File: src/rtl/seq_mul_pkg.sv
// -----------------------------------------------------------------------------
// seq_mul_pkg
// Shared definitions for the sequential shift-and-add multiplier.
//   state_t     : FSM state encoding (IDLE=0, LOAD=1, CALC=2, DONE=3)
//   W_DEFAULT   : default operand width
//   LMT_DEFAULT : default final count of the external iteration counter
//                 (must equal W_DEFAULT-1 so that exactly W steps happen)
// -----------------------------------------------------------------------------
package seq_mul_pkg;

   localparam int         W_DEFAULT   = 4;
   localparam logic [1:0] LMT_DEFAULT = 2'b11;

   typedef enum logic [1:0] {
      IDLE = 2'd0,
      LOAD = 2'd1,
      CALC = 2'd2,
      DONE = 2'd3
   } state_t;

endpackage

File: src/rtl/seq_mul_dp.sv
// -----------------------------------------------------------------------------
// seq_mul_dp
// Datapath of the shift-and-add multiplier: multiplicand register A, the
// 2*W-bit partial product P (hi half accumulates, lo half holds the
// remaining multiplier bits) and the carry that enters P at its MSB.
//   clk, reset_n : clock, asynchronous active-low reset
//   ld_i         : capture a_i into A and b_i into lo(P)
//   clr_i        : clear hi(P) and the carry
//   step_i       : one conditional add + right shift
//   a_i, b_i     : operands
//   product_o    : the full P register {carry, rest of P}
// -----------------------------------------------------------------------------
module seq_mul_dp
   import seq_mul_pkg::*;
#(
   parameter int W = W_DEFAULT
) (
   input  logic           clk,
   input  logic           reset_n,
   input  logic           ld_i,
   input  logic           clr_i,
   input  logic           step_i,
   input  logic [W-1:0]   a_i,
   input  logic [W-1:0]   b_i,
   output logic [2*W-1:0] product_o
);

   logic [W-1:0]   a_q, a_d;
   logic [2*W-2:0] p_q, p_d;
   logic           carry_q, carry_d;
   logic [W-1:0]   hi;
   logic [W-1:0]   lo;
   logic [W:0]     sum;

   // The carry register doubles as the MSB of P: after every shift the adder
   // carry lands there, so hi(P) is {carry, upper bits of p_q}. A step adds A
   // into hi when the current multiplier bit (P[0]) is set, then shifts the
   // whole {carry, hi, lo} right by one.
   always_comb begin
      hi      = {carry_q, p_q[2*W-2:W]};
      lo      = p_q[W-1:0];
      sum     = lo[0] ? ({1'b0, hi} + {1'b0, a_q}) : {1'b0, hi};
      a_d     = a_q;
      p_d     = p_q;
      carry_d = carry_q;
      if (clr_i) begin
         carry_d        = 1'b0;
         p_d[2*W-2:W]   = '0;
      end
      if (ld_i) begin
         a_d            = a_i;
         p_d[W-1:0]     = b_i;
      end
      if (step_i) begin
         carry_d        = sum[W];
         p_d            = {sum[W-1:0], lo[W-1:1]};
      end
   end

   // Plain register bank; everything clears on reset so an aborted operation
   // leaves a zero product behind.
   always_ff @(posedge clk or negedge reset_n) begin
      if (!reset_n) begin
         a_q     <= '0;
         p_q     <= '0;
         carry_q <= 1'b0;
      end else begin
         a_q     <= a_d;
         p_q     <= p_d;
         carry_q <= carry_d;
      end
   end

   assign product_o = {carry_q, p_q};

endmodule

File: src/rtl/seq_mul_ctrl.sv
// -----------------------------------------------------------------------------
// seq_mul_ctrl
// Controller for a W x W unsigned sequential multiplier. Iterations are
// timed by an external cnt4 counter driven through the cnt_* ports.
//   clk, reset_n       : clock, asynchronous active-low reset
//   start              : request, only looked at in IDLE
//   a, b               : operands, captured when start is accepted
//   product            : 2*W-bit result, valid with done, held until next accept
//   busy               : high in LOAD, CALC and DONE
//   done               : one-cycle pulse in DONE
//   cnt_load, cnt_en   : load strobe / count enable for cnt4
//   cnt_data, cnt_lmt  : constant load value (0) and terminal value (LMT)
//   cnt_tc             : registered terminal count back from cnt4
// LMT must equal W-1 so that the counter runs exactly W steps.
// -----------------------------------------------------------------------------
module seq_mul_ctrl
   import seq_mul_pkg::*;
#(
   parameter int         W   = W_DEFAULT,
   parameter logic [1:0] LMT = LMT_DEFAULT
) (
   input  logic           clk,
   input  logic           reset_n,
   input  logic           start,
   input  logic [W-1:0]   a,
   input  logic [W-1:0]   b,
   output logic [2*W-1:0] product,
   output logic           busy,
   output logic           done,
   output logic           cnt_load,
   output logic           cnt_en,
   output logic [1:0]     cnt_data,
   output logic [1:0]     cnt_lmt,
   input  logic           cnt_tc
);

   state_t state_q, state_d;
   logic   firstCycle_q, firstCycle_d;
   logic   accept;
   logic   stepEn;

   // State and first-CALC-cycle flag. The flag exists because cnt_tc is a
   // registered signal: in the first CALC cycle it still reflects the counter
   // value from before the load and must not be trusted.
   always_ff @(posedge clk or negedge reset_n) begin
      if (!reset_n) begin
         state_q      <= IDLE;
         firstCycle_q <= 1'b0;
      end else begin
         state_q      <= state_d;
         firstCycle_q <= firstCycle_d;
      end
   end

   // Next-state logic. CALC exits only once a fresh terminal count arrives;
   // DONE always returns to IDLE so a held start is only seen one cycle later.
   always_comb begin
      state_d      = state_q;
      firstCycle_d = firstCycle_q;
      case (state_q)
         IDLE: begin
            if (start) begin
               state_d = LOAD;
            end
         end
         LOAD: begin
            state_d      = CALC;
            firstCycle_d = 1'b1;
         end
         CALC: begin
            firstCycle_d = 1'b0;
            if (!firstCycle_q && cnt_tc) begin
               state_d = DONE;
            end
         end
         DONE: begin
            state_d = IDLE;
         end
         default: begin
            state_d = IDLE;
         end
      endcase
   end

   // Output decode. A datapath step happens exactly when the counter is
   // enabled, which keeps the step count locked to the counter. Load and
   // enable are decoded from different states and so never overlap.
   always_comb begin
      busy     = (state_q != IDLE);
      done     = (state_q == DONE);
      cnt_load = (state_q == LOAD);
      cnt_en   = (state_q == CALC) && (firstCycle_q || !cnt_tc);
      accept   = (state_q == IDLE) && start;
      stepEn   = cnt_en;
   end

   assign cnt_data = 2'b00;
   assign cnt_lmt  = LMT;

   seq_mul_dp #(
      .W (W)
   ) u_dp (
      .clk       (clk),
      .reset_n   (reset_n),
      .ld_i      (accept),
      .clr_i     (accept),
      .step_i    (stepEn),
      .a_i       (a),
      .b_i       (b),
      .product_o (product)
   );

endmodule

File: config.mk
export PLATFORM = sky130hd
export DESIGN_NAME = seq_mul_ctrl
export DESIGN_NICKNAME = d
export VERILOG_FILES = /design/src/rtl/seq_mul_pkg.sv /design/src/rtl/seq_mul_dp.sv /design/src/rtl/seq_mul_ctrl.sv
export SDC_FILE = /design/constraint.sdc
export NUM_CORES = 1
export LEC_CHECK = 0
export ABC_AREA = 1
export CAP_MARGIN = 20
export CORE_MARGIN = 1
export CORE_UTILIZATION = 35
export DETAILED_ROUTE_END_ITERATION = 8
export PLACE_DENSITY_LB_ADDON = 0.08
export SLEW_MARGIN = 0
export SYNTH_ARGS = -nofsm -noshare
export SYNTH_HDL_FRONTEND = slang
export SYNTH_SLANG_ARGS = --single-unit
File: constraint.sdc
create_clock -name clk -period 1.6 [get_ports clk]
set_input_delay 0.48 -clock clk [delete_from_list [all_inputs] [get_ports clk]]
set_output_delay 0.48 -clock clk [all_outputs]
set_load 0.02 [all_outputs]
== After elaboration in Yosys (flattened, before gate mapping) ==
Cells that the tools add are included.
Widths: inputs -> output; s select.

* $add $sub $neg: 1
* Bitwise gates (word level): 0
* Multipliers: 0
* Div/mod/pow operators: 0
* Magnitude comparators: 0
* Multiplexer cells: 10
* Eq/ne operators: 5
* Shifts and indexed selects: 0
* Reductions and logical operators: 11

{| class="wikitable"
|+ Operators by type and width
! cell !! number
|-
| $pmux 2 s4 || 1
|-
| $mux 7 || 1
|-
| $reduce_bool 2->1 || 3
|-
| $add 4x4->5 || 1
|-
| $mux 5 || 1
|-
| $eq 2x2->1 const B || 2
|-
| $mux 2 || 2
|-
| $mux 4 || 1
|-
| $ne 2x2->1 const B || 2
|-
| $logic_and 1x1->1 || 3
|-
| $mux 3 || 1
|-
| $eq 2x1->1 const B || 1
|-
| $logic_not 1->1 || 2
|-
| $logic_not 2->1 || 1
|-
| $mux 1 || 2
|-
| $pmux 1 s2 || 1
|-
| $reduce_and 2->1 || 1
|-
| $logic_or 1x1->1 || 1
|}

* Bits in registers: 15
* Memories kept: 0
* Memory bits (writable): 0
* Memory bits (read-only): 0
* Output and inout bits: 16
* Input port bits: 12
* Word-level logic and storage cells: 32
* Bits in latches: 0

== Depth between registers and ports, before layout ==
Gate-level depths: netlist of run 1.

* Word-level depth: 4
* Gate-level depth with buffers: 7
* Mapped depth without buffers: 7

== Modules after synthesis ==
From an unflattened synthesis of run 1, not the netlist that was laid out.

* Cells, all modules: 117
* Area, all modules: 934.6 um^2

{| class="wikitable"
|+ By module, submodules not included
! module !! area an instance (um^2) !! seq. area each (um^2) !! cells an instance !! instances
|-
| seq_mul_dp || 659.4 || 300.3 || 82 || 1
|-
| seq_mul_ctrl || 275.3 || 75.1 || 35 || 1
|}

== Worst setup path before layout of run 1 ==
No wires, ideal clock.

* Kind: register to register
* From: register u_dp.p_q[4]
* To: register u_dp.p_q[5]
* Setup time: 126 ps
* Path buffers: 0
* Slack: 44 ps
* Clock period less this slack: 1,556 ps
* Data arrival time: 1,430 ps
* Data required time: 1,474 ps
* Cell stages (with the launch flop): 6
* Path through: dfrtp_1 > ha_1 > fa_1 > xor2_1 > nor2_1 > o22ai_2

* Word-level cells in the longest chain between the ends: 3

{| class="wikitable"
|+ RTL lines
! element !! RTL line !! source
|-
| start: declaration || seq_mul_dp.sv:29 || <nowiki>logic [2*W-2:0] p_q, p_d;</nowiki>
|-
| start signal: assignment || seq_mul_dp.sv:69 || <nowiki>p_q <= p_d;</nowiki>
|-
| $add 4x4->5 || seq_mul_dp.sv:42 || <nowiki>sum = lo[0] ? ({1'b0, hi} + {1'b0, a_q}) : {1'b0, hi};</nowiki>
|-
| $mux 5 || seq_mul_dp.sv:42 ||
|-
| $mux 7 || seq_mul_dp.sv:54 || <nowiki>if (step_i) begin</nowiki>
|}

No other way between the ends.
A chain may end at the register's enable or synchronous reset.

== Worst setup path after layout of run 1 ==
* From: register state_q[0]
* To: output cnt_en

* Word-level cells in the longest chain between the ends: 2

{| class="wikitable"
|+ RTL lines
! element !! RTL line !! source
|-
| start: declaration || seq_mul_ctrl.sv:37 || <nowiki>state_t state_q, state_d;</nowiki>
|-
| start signal: assignment || seq_mul_ctrl.sv:50 || <nowiki>state_q <= state_d;</nowiki>
|-
| $eq 2x2->1 || seq_mul_ctrl.sv:92 || <nowiki>cnt_en = (state_q == CALC) && (firstCycle_q || !cnt_tc);</nowiki>
|-
| $logic_and 1x1->1 || seq_mul_ctrl.sv:92 ||
|-
| end: declaration || seq_mul_ctrl.sv:31 || <nowiki>output logic cnt_en,</nowiki>
|}

No other way between the ends.

==> results of run 1 <==
-- cells in the mapped netlist --
| cell | number |
|---|---|
| nand2_4 | 2 |
| o21ai_1 | 4 |
| nand2_1 | 28 |
| xor2_1 | 1 |
| fa_1 | 1 |
| ha_1 | 9 |
| o22ai_2 | 1 |
| nor2_1 | 3 |
| o21ai_0 | 2 |
| conb_1 | 2 |
| o22ai_1 | 1 |
| inv_2 | 3 |
| o21ai_2 | 2 |
| nand2_2 | 3 |
| nand3_1 | 10 |
| a21oi_1 | 3 |
| inv_4 | 1 |
| dfrtp_1 | 15 |
| o211ai_2 | 2 |
| nand3_2 | 1 |
| buf_4 | 5 |
| inv_1 | 10 |
-- kinds of logic after synthesis --
kind of cell,count (synthesis)
AO/OA/AOI/OAI,15
XOR/XNOR,1
adder cells (fa/ha/maj),10
buffers and inverters,19
flip-flops,15
other,2
AND/OR/NAND/NOR,47
-- worst max-delay path by stage --
stage | to | slack (ns) | startpoint
3_5_place_dp | cnt_en | -0.57 | cnt_tc
3_3_place_gp | cnt_en | -0.56 | cnt_tc
5_1_grt | cnt_en | -0.14 | state_q[0]
2_1_floorplan | u_dp.p_q[5] | 0.04 | u_dp.p_q[4]
6_report | cnt_en | -0.08 | state_q[0]
4_1_cts | busy | -0.09 | state_q[1]
-- per-layer routing --
metal / global-route usage / wire length, um / up-vias
met3: 0.06497 / 137 / 2
li1: - / - / 414
met2: 0.2901 / 1015 / 24
met1: 0.2218 / 944 / 374
met5: 0 / 0 / -
met4: 0.03070 / 10 / 0
-- cell type report --
cell class | count | area (um2) | share of cell area
multi-input cells | 77 | 533.0 | 0.3941
flip-flops and latches | 15 | 376.6 | 0.2784
repair buffers | 36 | 321.6 | 0.2377
inverters | 14 | 57.56 | 0.04255
well taps | 30 | 37.54 | 0.02775
clock buffers | 4 | 26.28 | 0.01943
-- flip-flops by register name, indices dropped and copies added, names as in the netlist --
register      count
u_dp.carry_q      1
firstCycle_q      1
state_q           2
u_dp.a_q          4
u_dp.p_q          7
-- worst reg2reg max path: cells and delay by family (launching register included) --
family | cells | cell delay (ns)
compound gates | 1 | 0.08
xor+xnor | 1 | 0.17
simple gates | 1 | 0.11
flops | 1 | 0.41
fa+ha+maj | 2 | 0.60
-- repair_timing --
| action | CTS | global route |
|---|---|---|
| pin swaps | 1 | 3 |
| setup buffers | 0 | 1 |
| resized for setup | 41 | 8 |
| setup endpoints to repair | 12 | 7 |
-- power groups by stage --
stage / sequential, mW / clock, mW / combinational (mW)
5_1_grt: 0.700 / 0.244 / 1.81
2_1_floorplan: 0.743 / 0 / 0.826
6_report: 0.675 / 0.222 / 1.62
4_1_cts: 0.677 / 0.234 / 1.55
3_5_place_dp: 0.667 / 0 / 1.53
3_3_place_gp: 0.668 / 0 / 1.51
==> impl_metrics.ini, run 1 <==
[run_status]
outcome = finished with violations
violations = setup timing

[cts]
clock-root-buffer = clkbuf_4
ctsHoldBuffers = 0
cts_tree = yes
clkSinkCount = 15
cts_buffers = 3
clk_pin_slew_worst_paths_ns = 0.09
cts_buffer_depth = 2
htreeDepth = 1
clock_latency_ns = 0.29

[power]
ir_drop_mv = 0.9820
p_clk_frac = 0.088
power_switching_mw = 1.153
leakagePower_nw = 0.6950
powerDensity_nw_per_um2 = 1862
power.internal_mw = 1.364
power_frac_comb = 0.644
total_power_mw = 2.518
p_seq_frac = 0.268
switching_share = 0.4581

[timing]
slew_violations = 0
period_minus_slack_ns = 1.679
timing.fmax_ghz = 0.5954
setup_ws_ns = -0.07946
tns_ns = -0.1757
rsz0062_at_grt = yes
fin_crit_sh = 1.050
finClkSkew_ns = 0.001699
setup_viol = 3
holdWs_ns = 0.4973
hold_violations = 0

[layout]
area_growth_pct = 43.75
fillCellCount = 231
antennaDiodeCount = 0
drive_above_1_share = 0.3014
final_util = 0.5410
fin_cells = 176
mostFrequentLayoutCell = nand2_1
postLayoutCellArea_um2 = 1353
final_cell_mix = nand2_1 (28), dfrtp_1 (14), buf_4 (12)
fin_nets = 169

[logic_synthesis]
synth_fa_ha_area_frac = 0.1410
seq_area_frac_synth = 0.3989
synth-xor-area-share = 0.009309
synth_cells = 109
synthSimpleGateAreaFrac = 0.2314
ys_ff_latch = 15
synth_area_um2 = 940.9
yosysUniqueCellTypes = 22
synth_compound_area_frac = 0.1130
synth_top_family_by_area = simple AND/OR/NAND/NOR gates
synth_area_leader_cell = dfrtp_1
yosys_warnings = 0
synth.area.top_cells = dfrtp_1 (40%), ha_1 (12%), nand2_1 (11%)
synth_area_per_cell_um2 = 8.632
synthMuxAreaShare = 0
synth_top_area_share = 0.3989

[critical_path]
start_kind = flop
critPathKind = flop to primary output
end_kind = primary output
path_max_fanout = 3
critPathBufInv = 3
cp_cell_sequence = inv_2 -> ha_4 -> nand2_4 -> inv_4 -> buf_6
path_depth = 5
crit_family = flip-flops
slowest_delay_ns = 0.42
r2r_end = u_dp.p_q[5]
r2r_cells = 5
reg2reg_from = u_dp.p_q[4]
critPathSlowestCell = dfrtp_1
crit_arrival_ns = 1.20
r2r_slack_ns = 0.12
cp.required_ns = 1.12

[die]
die_h_um = 53.85
die_w_um = 53.85
core-area_um2 = 2500
rows = 18
dieArea_um2 = 2900
start_util = 0.3764
io_pins = 28

[detailed_routing]
first_pass_iters = 4
vias = 814
wl_per_cell_um = 11.97
routed_wl_mm = 2.107
vias_per_cell = 4.625
drt_iter0_markers = 14
detail-route-antenna-nets = 0
drc_errors = 0

[place]
dpl_cell_area_um2 = 1269
hpwlAfterDp_mm = 1.632
io_buffers = 23
place_ws_ns = -0.5659
place_inst = 171
gp_congestion = 0.8261

[min_path]
min_path_type = input port to async pin

[global_route]
grt_max_degree = 16
grt_overflow = 0
grt_pass1_vias = 780
grt_usage = 0.1766
grt_pass1_wl_mm = 3.553
antenna_found_initial = 0

[job]
cap_violations = 0
Power figures use the tool's default switching activity.
==> inputs of run 2 (changes only) <==
Settings changed: REMOVE_ABC_BUFFERS set to 1.
==> impl_metrics.ini, run 2 (same netlist as run 1, synthesis figures left out) <==
[cts]
clock_latency_ns = 0.29
cts_buffers = 3
cts_tree = yes
ctsHoldBuffers = 0
clkSinkCount = 15
clk_pin_slew_worst_paths_ns = 0.10
clock-root-buffer = clkbuf_4
cts_buffer_depth = 2
htreeDepth = 1

[power]
powerDensity_nw_per_um2 = 1876
ir_drop_mv = 1.246
leakagePower_nw = 0.7211

[die]
die_w_um = 53.85
start_util = 0.3764
rows = 18
die_h_um = 53.85
core-area_um2 = 2500
dieArea_um2 = 2900
io_pins = 28

[detailed_routing]
vias_per_cell = 4.472
met3_length_um = 70
detail-route-antenna-nets = 0
wl_met1_um = 973
top_layer = met4
drt_iter0_markers = 9
routed_wl_mm = 2.038
wl_per_cell_um = 11.32
drc_errors = 0
vias = 805
dr_wl_met2_um = 984
first_pass_iters = 3

[layout]
drive_above_1_share = 0.3200
regMostFlops = u_dp.p_q
antennaDiodeCount = 0
reg_top3 = u_dp.p_q (7), u_dp.a_q (4), state_q (2)
largest_reg_flops = 7
final_cell_mix = nand2_1 (28), dfrtp_1 (15), buf_4 (13)
fin_nets = 173
mostFrequentLayoutCell = nand2_1
area_growth_pct = 49.60
fin_cells = 180

[critical_path]
critPathSlowestCell = dfrtp_1
r2r_cells = 5
r2r_end = u_dp.p_q[5]
critPathKind = flop to primary output
start_kind = flop
path_max_fanout = 3
cp.required_ns = 1.12
cp_cell_sequence = buf_4 -> ha_4 -> nand2_4 -> inv_2 -> buf_6
slowest_delay_ns = 0.43
crit_arrival_ns = 1.25
critPathCapture = cnt_en
crit_path_start = state_q[1]
reg2reg_from = u_dp.p_q[4]
r2r_slack_ns = 0.11
end_kind = primary output

[place]
io_buffers = 23
place_inst = 172
hpwlAfterDp_mm = 1.579
gp_congestion = 0.8387
place_ws_ns = -0.5492

[run_status]
violations = setup timing
outcome = finished with violations

[min_path]
min_path_type = input port to async pin

[timing]
fin_crit_sh = 1.080
finClkSkew_ns = 0.01230
rsz0062_at_grt = yes
slew_violations = 0
timing.fmax_ghz = 0.5785
setup_ws_ns = -0.1286
setup_viol = 4
period_minus_slack_ns = 1.729
hold_violations = 0

[global_route]
grt_overflow = 0
antenna_found_initial = 0
grt_usage = 0.1648
grt_pass1_wl_mm = 3.353
grt_pass1_vias = 731
grt_max_degree = 16

[job]
cap_violations = 0
==> run 2: worst min-delay path by stage <==
stage	end	slack (ns)	depth (start not counted)
6_report	u_dp.p_q[2]	0.49	2
5_1_grt	u_dp.a_q[1]	0.52	2
4_1_cts	u_dp.a_q[1]	0.50	2
3_5_place_dp	u_dp.a_q[0]	0.49	2
3_3_place_gp	firstCycle_q	0.47	2
2_1_floorplan	firstCycle_q	0.18	0
==> run 2: worst max-delay path, delay by kind of cell, from the launching register on <==
family        cells  cell delay [ns]
fa+ha+maj         1             0.16
buf+inv           3             0.32
simple gates      1             0.06
flops             1             0.43
==> run 2: per-layer routing <==
metal	vias to the layer above	global-route usage
li1	424	-
met4	0	0.02632
met5	-	0
met3	2	0.05085
met1	364	0.2173
met2	15	0.2654
==> run 2: area by class of cell <==
cell class | count | area (um2)
multi-input combinational | 77 | 533.0
sequential | 15 | 375.4
clock buffer | 3 | 22.52
fill | 233 | 1092
timing repair buffer | 40 | 369.1
inverter | 14 | 65.06
clock inverter | 1 | 5.005
tap | 30 | 37.54
==> run 2: where the power goes <==
group	internal [mW]	switching, mW
clock network	0.0928	0.128
registers	0.542	0.128
logic	0.828	0.922
total	1.46	1.18
==> run 2: through the flow <==
stage	instance area [um2]	hold WS (ns)	total power, mW	TNS (ns)	util
floorplan	910.9	0.1844	1.559	0	-
global placement	1276	0.4733	2.190	-0.9774	0.5105
detailed placement	1276	0.4863	2.204	-0.9629	0.5105
CTS	1390	0.4963	2.618	-0.2646	0.5561
global route	1408	0.5175	2.885	-0.4041	0.5631
finish	1408	0.4945	2.641	-0.2375	0.5631
==> run 2: timing repair <==
action | 4_1_cts | 5_1_grt
pin swaps | 2 | 2
buffers inserted | 3 | 1
gates resized for setup | 49 | 4
endpoints found under the setup margin | 12 | 6
==> inputs of run 3 (changes only) <==
Settings changed: CAP_MARGIN 20 to 40, CTS_BUF_LIST set to sky130_fd_sc_hd__clkbuf_16, PLACE_DENSITY_LB_ADDON 0.08 to unset.
==> impl_metrics.ini, run 3 (same netlist as run 1, synthesis figures left out) <==
[run_status]
outcome = finished with violations
violations = setup timing

[layout]
final_cell_mix = nand2_1 (28), buf_4 (15), dfrtp_1 (14)
regMostFlops = u_dp.p_q
postLayoutCellArea_um2 = 1381
area_growth_pct = 46.81
fin_cells = 177
drive_above_1_share = 0.2857
largest_reg_flops = 7
fin_nets = 170
final_util = 0.5526
mostFrequentLayoutCell = nand2_1
antennaDiodeCount = 0
reg_top3 = u_dp.p_q (7), u_dp.a_q (4), state_q (2)

[global_route]
antenna_found_initial = 0
grt_pass1_vias = 811
grt_max_degree = 16
grt_pass1_wl_mm = 3.512
grt_usage = 0.1687
grt_overflow = 0

[min_path]
min_path_type = flop to flop
hold_path_depth = 2
hp-start = u_dp.a_q[3]

[die]
dieArea_um2 = 2900
core-area_um2 = 2500
die_w_um = 53.85
rows = 18
start_util = 0.3764
die_h_um = 53.85
io_pins = 28

[detailed_routing]
drt_iter0_markers = 11
vias = 832
vias_per_cell = 4.701
wl_per_cell_um = 11.80
drc_errors = 0
dr_wl_met2_mm = 1.077
met3_length_um = 96
routed_wl_mm = 2.088
top_layer = met4
first_pass_iters = 4
detail-route-antenna-nets = 0
wl_met1_um = 904

[cts]
clk_pin_slew_worst_paths_ns = 0.05
htreeDepth = 1
cts_buffer_depth = 2
clkSinkCount = 15
clock-root-buffer = clkbuf_16
cts_tree = yes
clock_latency_ns = 0.24
cts_buffers = 3

[critical_path]
critPathKind = flop to primary output
path_max_fanout = 3
crit_arrival_ns = 1.14
cp.required_ns = 1.12
reg2reg_from = u_dp.p_q[4]
crit_path_start = state_q[1]
r2r_slack_ns = 0.11
start_kind = flop
end_kind = primary output
r2r_cells = 4

[place]
hpwlAfterDp_mm = 1.618
dpl_cell_area_um2 = 1276
place_inst = 172
io_buffers = 23
gp_congestion = 0.8286

[power]
leakagePower_nw = 0.7280
ir_drop_mv = 1.195
powerDensity_nw_per_um2 = 1980
total_power_mw = 2.735

[timing]
hold_violations = 0
slew_violations = 0
finClkSkew_ns = 0.001509
setup_viol = 1
holdWs_ns = 0.4806
timing.fmax_ghz = 0.6177
period_minus_slack_ns = 1.619
fin_crit_sh = 1.012
rsz0062_at_grt = yes
setup_ws_ns = -0.01881

[job]
cap_violations = 0
## run 3: path summary, 6_finish.rpt
check                              end
max reg2reg                u_dp.p_q[4]
min                        u_dp.a_q[3]
min reg2reg                u_dp.a_q[3]
max                               done
max in group asynchronous   state_q[1]
min in group asynchronous  u_dp.p_q[6]
## run 3: routing by layer
metal	track usage	up-vias
met5	0	-
met2	0.3086	25
met3	0.05367	2
li1	-	419
met4	0.01316	0
met1	0.1969	386
## run 3: worst max-delay path: stages, from the launching register on
cell	delay, ns
dfrtp_2	0.43
buf_4	0.15
ha_1	0.18
buf_6	0.13
## run 3: cell type report
type / instances / area [um2]
fillers: 241 / 1119
multi-input cells: 77 / 508.0
flip-flops and latches: 15 / 376.6
repair buffers: 37 / 325.3
clock buffers: 3 / 75.07
inverters: 14 / 55.05
well taps: 30 / 37.54
clock inverters: 1 / 3.754
## run 3: where the power goes
part	internal, mW	switching (mW)	total, mW	leakage (nW)
Clock	0.331	0.149	0.479	0.0423
Sequential	0.547	0.127	0.673	0.189
Combinational	0.712	0.870	1.58	0.497
Total	1.59	1.15	2.74	0.728
## run 3: through the flow
step / setup TNS [ns] / setup slack, ns
after CTS: -0.04489 / -0.03034
after global routing: -0.1586 / -0.04964
after global placement: -1.012 / -0.5611
after floorplan: 0 / 0.04393
after detailed placement: -1.109 / -0.5536
final: -0.01881 / -0.01881
## run 3: repair_timing
action / 4_1_cts / 5_1_grt
hold buffers: 0 / 0
endpoints found under the setup margin: 12 / 5
resized for setup: 35 / 5
buffers inserted: 0 / 1
pin swaps: 1 / 3
